$ cat config.mk
export PLATFORM = sky130hd
export DESIGN_NAME = inv_shift_rows_stage
export DESIGN_NICKNAME = d
export VERILOG_FILES = /design/src/rtl/inv_shift_rows_stage.sv
export SDC_FILE = /design/constraint.sdc
export NUM_CORES = 1
export LEC_CHECK = 0
export CAP_MARGIN = 20
export CORE_MARGIN = 4
export CORE_UTILIZATION = 43
export CTS_CLUSTER_DIAMETER = 60
export DETAILED_ROUTE_END_ITERATION = 8
export PLACE_DENSITY = 0.95
export SYNTH_ARGS = -nofsm -noshare
export SYNTH_HDL_FRONTEND = slang
export SYNTH_SLANG_ARGS = --single-unit
$ cat constraint.sdc
create_clock -name clk -period 3.4 [get_ports clk]
set_input_delay 0.34 -clock clk [delete_from_list [all_inputs] [get_ports clk]]
set_output_delay 0.34 -clock clk [all_outputs]
set_load 0.02 [all_outputs]
$ cat src/rtl/inv_shift_rows_stage.sv
// AES InvShiftRows pipeline stage: row r of the state is rotated right by r bytes at capture.
// Define INV_SHIFT_ROWS_SKID_EN to add a one-entry skid buffer and a registered in_ready.
module inv_shift_rows_stage #(
   parameter int TAG_W = 4,
   parameter int CNT_W = 16
) (
   input  logic             clk,
   input  logic             rst,
   input  logic             in_valid,
   output logic             in_ready,
   input  logic [127:0]     in_data,
   input  logic [TAG_W-1:0] in_tag,
   output logic             out_valid,
   input  logic             out_ready,
   output logic [127:0]     out_data,
   output logic [TAG_W-1:0] out_tag,
   output logic [CNT_W-1:0] blk_count
);

   // Column-major state: byte s_k sits at [127-8k -: 8], row k%4, column k/4.
   function automatic logic [127:0] inv_shift_rows(input logic [127:0] s);
      return {s[127:120], s[23:16],   s[47:40],   s[71:64],
              s[95:88],   s[119:112], s[15:8],    s[39:32],
              s[63:56],   s[87:80],   s[111:104], s[7:0],
              s[31:24],   s[55:48],   s[79:72],   s[103:96]};
   endfunction

   logic [127:0]     w_in_data;
   logic             w_accept;
   logic             w_drain;
   logic             r_out_valid;
   logic [127:0]     r_out_data;
   logic [TAG_W-1:0] r_out_tag;
   logic [CNT_W-1:0] r_blk_count;

   assign w_in_data = inv_shift_rows(in_data);
   assign w_accept  = in_valid && in_ready;
   assign w_drain   = r_out_valid && out_ready;

   assign out_valid = r_out_valid;
   assign out_data  = r_out_data;
   assign out_tag   = r_out_tag;
   assign blk_count = r_blk_count;

   always_ff @(posedge clk) begin
      if (rst) begin
         r_blk_count <= '0;
      end else if (w_drain) begin
         r_blk_count <= r_blk_count + 1'b1;
      end
   end

`ifdef INV_SHIFT_ROWS_SKID_EN
   typedef enum logic [1:0] {EMPTY, FULL, SKID} state_t;

   state_t           r_state;
   logic             r_in_ready;
   logic [127:0]     r_skid_data;
   logic [TAG_W-1:0] r_skid_tag;

   // Only rst gates the registered ready; out_ready never reaches in_ready.
   assign in_ready = r_in_ready && !rst;

   always_ff @(posedge clk) begin
      if (rst) begin
         r_state     <= EMPTY;
         r_in_ready  <= 1'b1;
         r_out_valid <= 1'b0;
         r_out_data  <= '0;
         r_out_tag   <= '0;
         r_skid_data <= '0;
         r_skid_tag  <= '0;
      end else begin
         case (r_state)
            EMPTY: begin
               if (w_accept) begin
                  r_out_valid <= 1'b1;
                  r_out_data  <= w_in_data;
                  r_out_tag   <= in_tag;
                  r_state     <= FULL;
               end
            end
            FULL: begin
               if (w_accept && w_drain) begin
                  r_out_data <= w_in_data;
                  r_out_tag  <= in_tag;
               end else if (w_drain) begin
                  r_out_valid <= 1'b0;
                  r_state     <= EMPTY;
               end else if (w_accept) begin
                  r_skid_data <= w_in_data;
                  r_skid_tag  <= in_tag;
                  r_in_ready  <= 1'b0;
                  r_state     <= SKID;
               end
            end
            SKID: begin
               if (w_drain) begin
                  r_out_data <= r_skid_data;
                  r_out_tag  <= r_skid_tag;
                  r_in_ready <= 1'b1;
                  r_state    <= FULL;
               end
            end
            default: begin
               r_state     <= EMPTY;
               r_in_ready  <= 1'b1;
               r_out_valid <= 1'b0;
            end
         endcase
      end
   end
`else
   assign in_ready = !rst && (!r_out_valid || out_ready);

   always_ff @(posedge clk) begin
      if (rst) begin
         r_out_valid <= 1'b0;
         r_out_data  <= '0;
         r_out_tag   <= '0;
      end else if (w_accept) begin
         r_out_valid <= 1'b1;
         r_out_data  <= w_in_data;
         r_out_tag   <= in_tag;
      end else if (w_drain) begin
         r_out_valid <= 1'b0;
      end
   end
`endif

endmodule

==> impl_summary.txt, run 1 <==
----------------------------------------------------
[Layout]
  Ratio of cells with drive above 1 in the final layout ... ~4.3%
  Multi-input logic area ... approximately 0.0024 mm²
  FILL cells ... roughly 890
  Number of nets in the layout ... roughly 1.1k
  Fin cells ... between 1k and 1.5k
  Sequential Area ... approximately 0.0030 mm²
  Post-synthesis to final-layout area growth ... 64.1%
  N_diodes ... 0

[GRT]
  Overall track demand over capacity in global routing ... a little over a fifth
  Global-route wire length before repair ... 25.5 mm
  Overall overflow remaining after global route ... 0
  Number of antenna violations at the first check in global routing ... 0
  Largest net degree at the start of global routing ... 159
  Vias in the first global route ... ~5.2k

[Route]
  DR DRC count ... 0
  Number of nets with antenna violations after detailed routing ... 0
  Initial detailed-routing violation count ... about 380
  Drt wl/cell ... approximately 15 µm
  Number of iterations in the first detailed-routing pass ... 4
  Total vias in the final route ... 5288
  Met2 wire len ... just over 8 mm
  Routed via count divided by cell count ... 4.79
  Highest metal layer with signal wires ... met4
  Total detailed-routing wirelength ... 16.6 mm
  Met3 routed wirelength ... ~1.5 mm
  Routed metal-1 wire length ... approximately 6.3 mm

[Worst setup path]
  Longest individual stage delay on the worst path ... ~620 ps
  Cell occurring most often along the worst timing path ... sky130_fd_sc_hd__clkdlybuf4s50_1
  Worst setup path startpoint ... out_ready
  Critical path launch point type ... input pin
  Standard cell with the maximum stage delay on the critical path ... sky130_fd_sc_hd__clkdlybuf4s50_1
  Classification of the worst setup path ... in2out
  Critical R2R Launch ... out_valid$_SDFFE_PP0P_
  Data arrival time of the worst path ... around 1900 ps
  Crit path max fanout ... 7
  Req. time, crit path ... 3060 ps
  Cell-by-cell trace of the critical path ... clkdlybuf4s50_1 -> and2b_1 -> nor2_1 -> clkdlybuf4s50_1
  Sort of element at the end of the critical path ... output port

[Logic synthesis]
  Ys flop type ... sky130_fd_sc_hd__dfxtp_1
  Number of warnings issued by yosys ... 0
  Syn nets ... approximately 800
  Synthesized flop and latch total ... ~150
  Syn Std Cell Area ... between 0.005 and 0.006 mm²
  EDFF count, synth ... 0
  Synthesized instance count ... between 600 and 700
  Share of async-settable or async-resettable flops after synthesis ... 0%
  Share of synthesized area occupied by flip-flops and latches ... a little over half
  Number of distinct standard cells referenced by the synthesized netlist ... 28
  Syn avg cell area ... ~8.4 µm²

[Die]
  Horizontal extent of the die ... 122 µm
  Vertical die dimension ... 122 µm
  Die area ... 0.0148 mm²
  Boundary Pins ... roughly 290
  Area of the placeable core ... between 0.01 and 0.015 mm²
  Number of cell rows ... 41
  Starting density of the core ... a little over two fifths

[Clock network]
  Quantity of gates resized following cts ... 0
  Worst-Skew Late Latency ... around 420 ps
  Sinks on Clock Net ... 149
  Clock buffer count from CTS ... 17
  Maximum clock path buffer count ... 2
  Number of hold buffers added after CTS ... 0
  CTS tree ... done
  Buffers inserted during post-CTS setup optimization ... 0
  Root buffer cell ... sky130_fd_sc_hd__clkbuf_16
  Post-CTS clock slew at the launch and capture registers of the worst setup and hold paths ... 60 ps
  Deepest level of the CTS H-tree ... 4

[Power]
  Max rail drop VDD ... 0.000360 V
  Total power density per cell area ... between 500 and 600 mW/mm²
  Leakage power ... 3.29 nW

[STA]
  Hold Fails Final Rpt ... 0
  Final critical delay including setup and external delays ... between 2000 and 2500 ps
  Max_slew headroom ... 58.6%
  Share of the cycle needed by the critical path after routing ... 65.2%
  Measured slew at the worst slew-check pin ... 621 ps
  Fmax ... 451 MHz
  Total count of max-transition violations in the final report ... 0
  Worst Clk Skew ... approximately 6.0 ps
  Unrepaired setup endpoints after global routing ... false
  Total Neg Setup Slack ... 0 ps
  Final setup violating endpoints ... 0

[Placed design]
  Number of placed instances with taps included ... 1074
  Quantity of I/O buffers inserted on ports ... roughly 290
  Final estimated routing congestion in global placement ... 0.819
  Detailed-placement wirelength estimate ... roughly 12 mm

[Job]
  Maximum capacitance violations ... 0

[Outcome]
  Outcome ... finished clean

[Min path]
  Class of the tightest hold or removal check ... in2reg
  Hold path startpoint ... rst

----------------------------------------------------
[metrics by stage]
stage	setup slack, ps	instance area [µm²]	utilization (%)	power [mW]	hold slack [ps]
floorplan	1600	5570	-	2.27	449
global placement	1100	8490	67.0	2.69	457
detailed placement	1030	8490	67.0	2.70	464
CTS	1190	9140	72.2	4.76	409
global route	1110	9140	72.2	4.90	436
finish	1180	9140	72.2	4.73	419
[cells in the final DEF, fill, tap and decap left out]
cell,synthesis,routed
sky130_fd_sc_hd__clkbuf_16,0,17
sky130_fd_sc_hd__clkinv_4,0,1
sky130_fd_sc_hd__nor4_1,2,2
sky130_fd_sc_hd__bufinv_16,0,5
sky130_fd_sc_hd__or3_4,1,1
sky130_fd_sc_hd__clkbuf_1,28,2
sky130_fd_sc_hd__nand2b_1,132,132
sky130_fd_sc_hd__inv_1,1,1
sky130_fd_sc_hd__buf_12,0,2
sky130_fd_sc_hd__or3_1,1,1
sky130_fd_sc_hd__nor2_1,14,14
sky130_fd_sc_hd__o31ai_1,1,1
sky130_fd_sc_hd__buf_4,0,2
sky130_fd_sc_hd__nand4_2,1,1
sky130_fd_sc_hd__nand2_1,140,140
sky130_fd_sc_hd__o21ai_0,135,135
sky130_fd_sc_hd__a21oi_1,5,5
sky130_fd_sc_hd__xor2_1,6,6
sky130_fd_sc_hd__nand4_1,3,3
sky130_fd_sc_hd__dfxtp_1,149,149
sky130_fd_sc_hd__ha_1,1,1
sky130_fd_sc_hd__and4_2,1,1
sky130_fd_sc_hd__clkbuf_8,0,3
sky130_fd_sc_hd__nor3_1,3,3
sky130_fd_sc_hd__or4_1,1,1
sky130_fd_sc_hd__nand3_1,6,6
sky130_fd_sc_hd__clkdlybuf4s50_1,0,284
sky130_fd_sc_hd__or3_2,2,2
sky130_fd_sc_hd__xnor2_1,5,5
sky130_fd_sc_hd__clkinv_2,0,3
sky130_fd_sc_hd__or2_2,1,1
sky130_fd_sc_hd__nor3b_2,0,1
sky130_fd_sc_hd__and2b_1,1,1
sky130_fd_sc_hd__and4_1,1,1
[worst max-delay path: cells and delay by family]
| kind | cells | cell delay (ps) |
|---|---|---|
| buffers and inverters | 2 | 1190 |
| AND/OR/NAND/NOR | 2 | 350 |
[power breakdown]
part / switching (mW) / total, mW / internal, mW
logic: 0.341 / 0.740 / 0.399
clock network: 0.702 / 2.06 / 1.35
registers: 0.0664 / 1.93 / 1.86
total: 1.11 / 4.73 / 3.62
[synth_stat cells (all sizes together) (3+ instances only)]
cell type	n	area share (%)
a21oi	5	0.45
xor2	6	0.94
clkbuf	28	1.9
nor3	3	0.27
nand4	4	0.56
buf	18	1.6
nor2	14	0.94
nand2b	132	15
or3	4	0.58
nand2	140	9.4
xnor2	5	0.79
o21ai	135	12
nand3	6	0.54
dfxtp	149	54
[layer usage]
metal  up-vias  track usage (%)
met2       189             38.0
met3        34             9.52
met5         -                0
li1       2653                -
met1      2412             23.0
met4         0             9.66
[path summary, 6_finish.rpt]
kind | endpoint | slack, ps | cells after the start
max | in_ready | 1180 | 4
min | blk_count[3]$_SDFFE_PP0P_ | 420 | 2
max reg2reg | out_data[85]$_SDFFE_PP0P_ | 1560 | 4
min reg2reg | out_data[5]$_SDFFE_PP0P_ | 470 | 2
[logic make-up after synthesis]
| logic type | after synthesis | share of synthesized area (%) |
|---|---|---|
| and+or+nand+nor | 311 | 28.2 |
| DFF | 149 | 53.5 |
| AOI/OAI and AO/OA | 141 | 12.7 |
| buffers and inverters | 47 | 3.55 |
| xor gates and xnor gates | 11 | 1.73 |
| adders and majority gates | 1 | 0.225 |
[sequential cells by signal (all words and copies together), names as in the netlist]
name       cells
out_data     128
out_tag        4
out_valid      1
blk_count     16
[layout make-up]
| class | count | area share, % |
|---|---|---|
| Clock buffer | 22 | 5.19 |
| Clock inverter | 9 | 1.90 |
| Inverter | 1 | 0.0411 |
| Multi-Input combinational cell | 464 | 26.2 |
| Sequential cell | 149 | 32.6 |
| Tap cell | 172 | 2.35 |
| Timing Repair Buffer | 288 | 31.7 |
(Power assumes the default switching activity.)
==> run 2: changes to the inputs <==
CORE_UTILIZATION = 40   (was 43)
PLACE_DENSITY = 0.92   (was 0.95)
clock period = 2.2 ns   (was 3.4 ns; I/O delays follow)
==> impl_summary.txt, run 2 (synthesized netlist as in run 1, its figures left out) <==
----------------------------------------------------
[STA]
  Share of the cycle needed by the critical path after routing ... ~91%
  Worst Clk Skew ... 9.30 ps (+3.32 ps)
  Measured slew at the worst slew-check pin ... 377 ps (-243 ps)
  Total Neg Setup Slack ... 0 ps (unchanged)
  Hold Fails Final Rpt ... 0 (unchanged)
  Max_slew headroom ... 74.6% (+16 points)
  Total count of max-transition violations in the final report ... 0 (unchanged)
  Final worst-path setup slack ... 207 ps (-975 ps)
  Final critical delay including setup and external delays ... approximately 2000 ps
  Fmax ... between 500 and 600 MHz
  Unrepaired setup endpoints after global routing ... false
  Final setup violating endpoints ... 0 (unchanged)

[GRT]
  Largest net degree at the start of global routing ... 100 (-37%)
  Overall track demand over capacity in global routing ... 21.0% (-0.95 points)
  Overall overflow remaining after global route ... 0 (unchanged)
  Vias in the first global route ... 5446 (+4.4%)
  Number of antenna violations at the first check in global routing ... 0 (unchanged)
  Global-route wire length before repair ... 26.8 mm (+5.0%)

[Worst setup path]
  Crit path max fanout ... 8 (+1)
  Cell-by-cell trace of the critical path ... and2b_1 -> nor2_1 -> clkdlybuf4s50_1
  Critical path buffer and inverter count ... 1 (-1)
  Classification of the worst setup path ... reg2out
  Longest individual stage delay on the worst path ... 620 ps (about the same)
  Critical path launch point type ... flip-flop
  Data arrival time of the worst path ... 1770 ps (-110 ps)
  Req. time, crit path ... 1980 ps (-1080 ps)
  Standard cell with the maximum stage delay on the critical path ... sky130_fd_sc_hd__clkdlybuf4s50_1
  Sort of element at the end of the critical path ... output port
  Dominant delay contributor by cell family on the critical path ... buffers and inverters

[Layout]
  FILL cells ... 1014 (+15%)
  Number of nets in the layout ... 1072 (+1.3%)
  Most frequent cells in the layout ... 284 x sky130_fd_sc_hd__clkdlybuf4s50_1, 149 x sky130_fd_sc_hd__dfxtp_1, 140 x sky130_fd_sc_hd__nand2_1
  Ratio of cells with drive above 1 in the final layout ... 5.91% (+1.6 points)
  N_diodes ... 0 (unchanged)
  Flip-flop count of the largest register after layout ... 128 (unchanged)
  Post-synthesis to final-layout area growth ... 66.5%
  Most frequent standard cell in the layout excluding fill and tap cells ... sky130_fd_sc_hd__clkdlybuf4s50_1

[Power]
  Part of the total power dissipated in combinational logic ... 16.2% (+0.5 points)
  Cell internal pwr ... 5.51 mW (+52%)
  Total power density per cell area ... 785 mW/mm² (+52%)
  Sw frac ... 24.3% (+0.80 points)
  Leakage power ... 3.35 nW (+1.9%)
  Clock network fraction of design power ... 42.9% (-0.6 points)
  Max rail drop VDD ... 0.000578 V (+61%)
  Reg power frac ... 41.0% (about the same)
  Power spent charging and discharging nets ... 1.77 mW (+59%)

[Route]
  DR DRC count ... 0 (unchanged)
  Total detailed-routing wirelength ... 17.2 mm (+3.5%)
  Initial detailed-routing violation count ... 337 (-12%)
  Number of nets with antenna violations after detailed routing ... 0 (unchanged)
  Number of iterations in the first detailed-routing pass ... 5 (+1)
  Routed via count divided by cell count ... 4.76 (-0.52%)
  Drt wl/cell ... 15.3 µm (+1.8%)
  Total vias in the final route ... 5351 (+1.2%)

[Clock network]
  Buffers inserted during post-CTS setup optimization ... 0 (unchanged)
  Root buffer cell ... sky130_fd_sc_hd__clkbuf_16
  Post-CTS clock slew at the launch and capture registers of the worst setup and hold paths ... 60 ps (about the same)
  CTS tree ... done
  Maximum clock path buffer count ... 2 (unchanged)
  Quantity of gates resized following cts ... 0 (unchanged)
  Worst-Skew Late Latency ... 420 ps (about the same)
  Sinks on Clock Net ... 149 (unchanged)
  Number of hold buffers added after CTS ... 0 (unchanged)
  Clock buffer count from CTS ... 17 (unchanged)
  Deepest level of the CTS H-tree ... 4 (unchanged)

[Die]
  Die area ... 0.0159 mm² (+7.0%)
  Number of cell rows ... 42 (+2.4%)
  Horizontal extent of the die ... 126 µm (+3.4%)
  Boundary Pins ... 286 (unchanged)
  Vertical die dimension ... 126 µm (+3.4%)
  Area of the placeable core ... 0.0135 mm² (+6.2%)
  Starting density of the core ... 41.4% (-2.6 points)

[Placed design]
  Detailed-placement wirelength estimate ... 12.3 mm (+6.2%)
  DP Worst Slack ... 202 ps (-824 ps)
  Final estimated routing congestion in global placement ... 0.817 (-0.21%)
  Quantity of I/O buffers inserted on ports ... 285 (unchanged)

[Job]
  Maximum capacitance violations ... 0 (unchanged)

[Outcome]
  Outcome ... finished clean

[Min path]
  Class of the tightest hold or removal check ... in2reg

----------------------------------------------------
[run 2: cell count changes in the layout (fill, tap and decap cells not counted)]
| cell | previous run | this run |
|---|---|---|
| sky130_fd_sc_hd__buf_4 | 2 | 14 |
| sky130_fd_sc_hd__clkinvlp_4 | 0 | 4 |
| sky130_fd_sc_hd__bufinv_16 | 5 | 4 |
| sky130_fd_sc_hd__inv_6 | 0 | 1 |
| sky130_fd_sc_hd__buf_12 | 2 | 4 |
| sky130_fd_sc_hd__clkinv_2 | 3 | 1 |
| sky130_fd_sc_hd__clkbuf_1 | 2 | 1 |
[run 2: cell type report]
class	count	area [µm²]	share of cell area (%)
Timing Repair Buffer	302	3030	32.7
Sequential cell	149	2980	32.2
Multi-Input combinational cell	464	2390	25.8
Clock buffer	21	470	5.07
Tap cell	176	220	2.37
Clock inverter	11	173	1.86
Inverter	1	3.75	0.0405
[run 2: final timing paths]
| path | start | end | slack, ps | cells past startpoint |
|---|---|---|---|---|
| worst max register to register | blk_count[4]$_SDFFE_PP0P_ | blk_count[15]$_SDFFE_PP0P_ | 370 | 4 |
| worst min register to register | out_data[10]$_SDFFE_PP0P_ | out_data[10]$_SDFFE_PP0P_ | 470 | 2 |
| worst max-delay path | out_valid$_SDFFE_PP0P_ | in_ready | 210 | 3 |
| worst min-delay path | rst | blk_count[11]$_SDFFE_PP0P_ | 170 | 2 |
[run 2: power groups by stage]
stage | clock, mW | sequential (mW) | combinational, mW
2_1_floorplan | 0 | 3.25 | 0.257
3_3_place_gp | 0 | 3.02 | 1.16
3_5_place_dp | 0 | 3.04 | 1.18
4_1_cts | 3.16 | 2.98 | 1.19
5_1_grt | 3.28 | 3.00 | 1.25
6_report | 3.12 | 2.98 | 1.18
[run 2: worst register-to-register path, cell delays in order (launching register included)]
cell and delay [ps]:
sky130_fd_sc_hd__dfxtp_1 450, sky130_fd_sc_hd__nand4_2 210, sky130_fd_sc_hd__or3_4 440, sky130_fd_sc_hd__or4_1 510
sky130_fd_sc_hd__a21oi_1 140
[run 2: layer usage]
layer	routed length, µm	vias up	global-route usage, %
li1	-	2680	-
met1	6490	2434	21.5
met2	8710	201	37.6
met3	1480	36	8.26
met4	486	0	9.27
met5	0	-	0
[run 2: stage by stage]
| stage | std cells | hold slack [ps] | instance area [µm²] | power, mW | utilization, % |
|---|---|---|---|---|---|
| after floorplan | 660 | 329 | 5570 | 3.51 | - |
| after global placement | 1092 | 458 | 8630 | 4.18 | 64.1 |
| after detailed placement | 1092 | 465 | 8630 | 4.21 | 64.1 |
| after CTS | 1124 | 158 | 9270 | 7.33 | 68.9 |
| after global routing | 1124 | 174 | 9270 | 7.54 | 68.9 |
| final | 1124 | 171 | 9270 | 7.28 | 68.9 |
